### src/rtl/salsa_block_ctrl.sv
// Salsa20 keystream block controller: builds the initial state, iterates the external
// double-round core, applies the feed-forward sum and hands the block out on valid/ready.
module salsa_block_ctrl #(
   parameter int DOUBLE_ROUNDS = 10,
   parameter int DR_LAT        = 2
) (
   input  logic         clk,
   input  logic         rst_n,
   input  logic [255:0] key,
   input  logic [63:0]  nonce,
   input  logic [63:0]  ctr_init,
   input  logic         ctr_load,
   input  logic         start,
   output logic [511:0] dr_in,
   input  logic [511:0] dr_out,
   output logic [511:0] ks_block,
   output logic         ks_valid,
   input  logic         ks_ready,
   output logic         busy,
   output logic [63:0]  ctr
);

   localparam logic [1:0] S_IDLE  = 2'd0;
   localparam logic [1:0] S_ROUND = 2'd1;
   localparam logic [1:0] S_FEED  = 2'd2;
   localparam logic [1:0] S_OUT   = 2'd3;

   localparam logic [2:0] WAIT_LAST = 3'(DR_LAT - 1);
   localparam logic [3:0] RND_LAST  = 4'(DOUBLE_ROUNDS - 1);

   localparam logic [31:0] SIGMA0 = 32'h6170_7865;
   localparam logic [31:0] SIGMA1 = 32'h3320_646e;
   localparam logic [31:0] SIGMA2 = 32'h7962_2d32;
   localparam logic [31:0] SIGMA3 = 32'h6b20_6574;

   logic [1:0]   state;
   logic [3:0]   rnd;
   logic [2:0]   wait_cnt;
   logic [511:0] init_reg;
   logic [511:0] init_state;
   logic [511:0] ks_sum;

   // Word order w0..w15 runs from the MSB down; the counter enters low word first.
   assign init_state = {SIGMA0, key[255:128], SIGMA1, nonce,
                        ctr[31:0], ctr[63:32], SIGMA2, key[127:0], SIGMA3};

   assign busy = (state != S_IDLE);

   // NOTE: every output of an always_comb gets a default first so no latch is inferred.
   always_comb begin
      ks_sum = '0;
      for (int i = 0; i < 16; i++) begin
         ks_sum[511-32*i -: 32] = dr_in[511-32*i -: 32] + init_reg[511-32*i -: 32];
      end
   end

   // NOTE: sequential state uses non-blocking assignments only, so all flops see pre-edge values.
   always_ff @(posedge clk or negedge rst_n) begin
      if (!rst_n) begin
         state    <= S_IDLE;
         rnd      <= '0;
         wait_cnt <= '0;
         init_reg <= '0;
         dr_in    <= '0;
         ks_block <= '0;
         ks_valid <= 1'b0;
         ctr      <= '0;
      end else begin
         case (state)
            S_IDLE: begin
               if (ctr_load) begin
                  ctr <= ctr_init;
               end else if (start) begin
                  init_reg <= init_state;
                  dr_in    <= init_state;
                  rnd      <= '0;
                  wait_cnt <= '0;
                  state    <= S_ROUND;
               end
            end
            S_ROUND: begin
               // Capture the core result once it has had DR_LAT cycles to settle.
               if (wait_cnt == WAIT_LAST) begin
                  dr_in    <= dr_out;
                  wait_cnt <= '0;
                  rnd      <= rnd + 4'd1;
                  if (rnd == RND_LAST) state <= S_FEED;
               end else begin
                  wait_cnt <= wait_cnt + 3'd1;
               end
            end
            S_FEED: begin
               ks_block <= ks_sum;
               ks_valid <= 1'b1;
               state    <= S_OUT;
            end
            S_OUT: begin
               if (ks_ready) begin
                  ks_valid <= 1'b0;
                  ctr      <= ctr + 64'd1;
                  state    <= S_IDLE;
               end
            end
            default: state <= S_IDLE;
         endcase
      end
   end

endmodule

### config.mk
export PLATFORM = sky130hd
export DESIGN_NAME = salsa_block_ctrl
export DESIGN_NICKNAME = d
export VERILOG_FILES = /design/src/rtl/salsa_block_ctrl.sv
export SDC_FILE = /design/constraint.sdc
export NUM_CORES = 2
export LEC_CHECK = 0
export ABC_AREA = 1
export CAP_MARGIN = 10
export CORE_AREA = 10 10 768 770
export CTS_CLUSTER_SIZE = 40
export DETAILED_ROUTE_END_ITERATION = 16
export DIE_AREA = 0 0 778 780
export PLACE_DENSITY = 0.38
export SYNTH_ARGS = -nofsm -noshare
export SYNTH_HDL_FRONTEND = slang
export SYNTH_SLANG_ARGS = --single-unit
export TNS_END_PERCENT = 100
### constraint.sdc
create_clock -name clk -period 3.2 [get_ports clk]
set_input_delay 0.32 -clock clk [delete_from_list [all_inputs] [get_ports clk]]
set_output_delay 0.32 -clock clk [all_outputs]
set_load 0.02 [all_outputs]
==> impl_results.md <==
* Layout Utilization at 24.1%
* Sequential fraction of the synthesis area at between 30% and 40%
* Critical Path End Type: register
* Crit Path Max Fanout at 63
* Syn Inst Count at 13300
* Fillers at 64200
* Drt first-iter violations at 7359
* Post-CTS Setup Repair Bufs at 0
* Fin area at 139000 sq um
* Switching power at 104 mW
* Initial core utilization at between 15 and 20%
* Crit-path slowest cell: dlygate4sd3_1
* RSZ-0062 raised after global routing: no
* Clk buf depth at 4
* Dpl ws at 0.226 ns
* Avg Inst Size Synth at 7.06 sq um
* Number of global-route vias before repair at 101000
* Rows at roughly 280
* Share of power burned in registers at 20.7%
* Gpl congestion at 0.947
* Skew final at 0.0677 ns
* Tcrit/Tclk final at ~93%
* CTS sink cnt at roughly 1500
* Clock root buffer: clkbuf_16
* Delay-heaviest family, CP: buffers and inverters
* Clk network pwr share at 13.5%
* Die W at 778 microns
* Sw Ratio at a little over half
* DIE AREA at 607000 sq um
* Num CTS Buffers at ~210
* Flops & latches, synth at 1483
* Core Area at 575000 sq um
* Worst-Margin Slew at 1.10 ns
* Final Net Count at roughly 17000
* Pin count of the biggest net entering global routing at 127
* Detailed Routing Iterations Pass 1 at 8
* Fin crit period at 2.99 ns
* Ys Warns at 0
* Pleak at 65.8 nW
* Internal power at approximately 86 mW
* HPWL after detailed placement at 557 mm
* Initial antenna violation count at 182
* Most used cell, CP: nor2_1
* Status: completed
* Routed Antenna Nets at 0
* Crit path arrival time at between 3 and 4 ns
* Peak Freq at 334 MHz
* Ports at 1991
* Max-cap viol count at 0
* Hold Crit Class: input pin to register
* Final WS setup at 0.208 ns
* CTS H-tree lvls at 4
* Worst setup path category: register to register
* Total Power at between 150 and 200 mW
* Worst vdd ir at 656 uV
* Type of origin of the critical path: register
* Layout cell share with drive strength beyond 1 at 6.00%
* Final slew viol count at 0
* Cells along the critical path: inv_1 > ha_2 > inv_2 > nor2_1 > nand2_4 > o21ai_2 > nand2_8 > clkinv_16 > buf_16 > buf_4 > nor2_1 > a31oi_1 > dlygate4sd3_1
* Critical Path RT at 4.05 ns
* TritonCTS clock tree: done
* Power share of the combinational group at 65.7%
* # DRC at 0
* Post-Syn Area at 94200 sq um
* Relative slew margins at around 26%
* Via density at 4.21
* All-Layer GR Usage at between 20% and 30%
* Overflow after GRT at 0
* Post-synth cell types at 41
* Total Wirelength at about 650 mm
* Mapped Nets at around 15000
* Bufs and invs on worst path at 6
* Setup TNS Final at 0 ns
* IO Port Bufs at 1990
* Clock latency on the worst-skew pair at 0.94 ns
* Crit-path max cell delay at 0.55 ns
* # setup viols final at 0
* Layout area overhead at 47.2%
* Endpoints failing hold at 0
* DP Area at 124000 sq um
* First-pass GRT wire length at 885 mm
* Die H at around 780 microns
* Clock input transition at the sequential cells of the worst setup and hold paths at 0.06 ns
* Vias at 101000
* Routed len/inst at 27.4 microns
* Power Density at 1380 nW/um^2
[logic make-up after synthesis]
logic type | after synthesis | share of synthesized area, %
buffers and inverters | 2048 | 9.15
multiplexers | 326 | 3.90
AO/OA/AOI/OAI | 1347 | 7.92
AND/OR/NAND/NOR | 7454 | 31.4
flip-flops | 1483 | 39.4
XOR/XNOR | 228 | 2.12
adder cells (fa/ha/maj) | 451 | 6.09
[final timing paths]
check	start	endpoint	slack, ns	cells after the start
max in group asynchronous	rst_n	init_reg[128]	1.39	4
min reg2reg	ks_block[480]	ks_block[480]	0.47	2
max	state[1]	dr_in[314]	0.21	13
max reg2reg	state[1]	dr_in[314]	0.21	13
min	dr_out[212]	dr_in[212]	0.08	3
min in group asynchronous	rst_n	dr_in[457]	0.62	3
[power groups by stage]
stage          Sequential [mW]  Combinational, mW  Clock (mW)
4_1_cts                   39.8                126        26.6
6_report                  39.6                125        25.8
3_3_place_gp              39.9                124           0
3_5_place_dp              40.0                123           0
5_1_grt                   40.5                137        27.2
2_1_floorplan             41.7               60.1           0
[stage by stage]
step           hold slack [ns]  cells
2_1_floorplan           0.0244  13300
3_3_place_gp             0.338  22800
3_5_place_dp             0.337  22800
4_1_cts               0.000268  23800
5_1_grt                 0.0267  23900
6_report                0.0781  23900
[layer usage]
| metal | up-vias | global-route usage (%) | share of wire, % |
|---|---|---|---|
| met4 | 62 | 4.83 | 2.7 |
| met2 | 3034 | 34.2 | 46 |
| met5 | - | 0 | 0.066 |
| li1 | 47900 | - | - |
| met3 | 671 | 6.13 | 8.1 |
| met1 | 49000 | 26.4 | 43 |
[cells in the final DEF, fill, tap and decap left out, types with 42 or more instances in the layout]
cell type | synthesis | routed
dlygate4sd3_1 | 0 | 697
clkdlybuf4s50_1 | 0 | 1971
xnor2_1 | 174 | 173
dfrtp_1 | 1483 | 1482
clkbuf_16 | 0 | 211
mux2_2 | 326 | 326
nand4_1 | 66 | 66
nor2_1 | 1237 | 1237
nand3_1 | 863 | 863
nand3b_1 | 51 | 51
a21oi_1 | 343 | 343
ha_1 | 438 | 434
buf_12 | 0 | 76
o21ai_0 | 516 | 516
nand2_1 | 5118 | 5116
diode_2 | 0 | 88
inv_1 | 1636 | 1634
a31oi_1 | 395 | 395
xor2_1 | 54 | 54
buf_4 | 15 | 189
o21bai_1 | 42 | 42
nor3_1 | 90 | 90
[tightest hold or removal path, delay by kind of cell]
kind | cells | cell delay, ns
compound gates | 1 | 0.09
buf+inv | 1 | 0.46
simple gates | 1 | 0.12
[cell type report]
cell class / instances / area, sq um / area share, %
Antenna cell: 88 / 220 / 0.159
Clock buffer: 280 / 5930 / 4.28
Clock inverter: 103 / 1440 / 1.04
Inverter: 1640 / 6200 / 4.47
Multi-Input combinational cell: 9806 / 48600 / 35.0
Sequential cell: 1483 / 37100 / 26.8
Tap cell: 7587 / 9490 / 6.85
Timing Repair Buffer: 2936 / 29700 / 21.4
[Yosys cell counts]
| master | number | area share, % |
|---|---|---|
| nand2_1 | 5118 | 20 |
| inv_1 | 1636 | 6.5 |
| dfrtp_1 | 1483 | 39 |
| nor2_1 | 1237 | 4.9 |
| nand3_1 | 863 | 4.6 |
| o21ai_0 | 516 | 2.7 |
| ha_1 | 438 | 5.8 |
| a31oi_1 | 395 | 2.6 |
| a21oi_1 | 343 | 1.8 |
| mux2_2 | 326 | 3.9 |
| clkbuf_1 | 201 | 0.80 |
| xnor2_1 | 174 | 1.6 |
| buf_6 | 99 | 1.2 |
| nor3_1 | 90 | 0.48 |
| buf_2 | 77 | 0.41 |
| nand4_1 | 66 | 0.44 |
| xor2_1 | 54 | 0.50 |
| nand3b_1 | 51 | 0.41 |
| o21bai_1 | 42 | 0.33 |
| a21o_1 | 15 | 0.12 |
| and2_1 | 15 | 0.10 |
| buf_4 | 15 | 0.12 |
| buf_1 | 13 | 0.052 |
| fa_1 | 13 | 0.28 |
| a22oi_1 | 11 | 0.088 |
| o211ai_1 | 10 | 0.080 |
| or2_2 | 6 | 0.040 |
| o22ai_1 | 5 | 0.033 |
| buf_8 | 3 | 0.048 |
| inv_2 | 3 | 0.012 |
| nand2_2 | 3 | 0.020 |
| o21ai_1 | 3 | 0.016 |
| nor2_2 | 2 | 0.013 |
| nor2_4 | 2 | 0.024 |
| o21a_1 | 2 | 0.016 |
| o21ai_2 | 2 | 0.019 |
| a21boi_0 | 1 | 0.0080 |
| inv_4 | 1 | 0.0066 |
| nor4_1 | 1 | 0.0066 |
| o2111ai_1 | 1 | 0.0093 |
| o22a_1 | 1 | 0.0093 |
[what timing repair did]
action / in CTS / in global routing
hold buffers: 698 / 0
cloned: 0 / 0
setup endpoints to repair: 1 / 70
hold endpoints to repair: 1424 / 0
resized for setup: 1 / 5
Power figures use the tool's default switching activity.
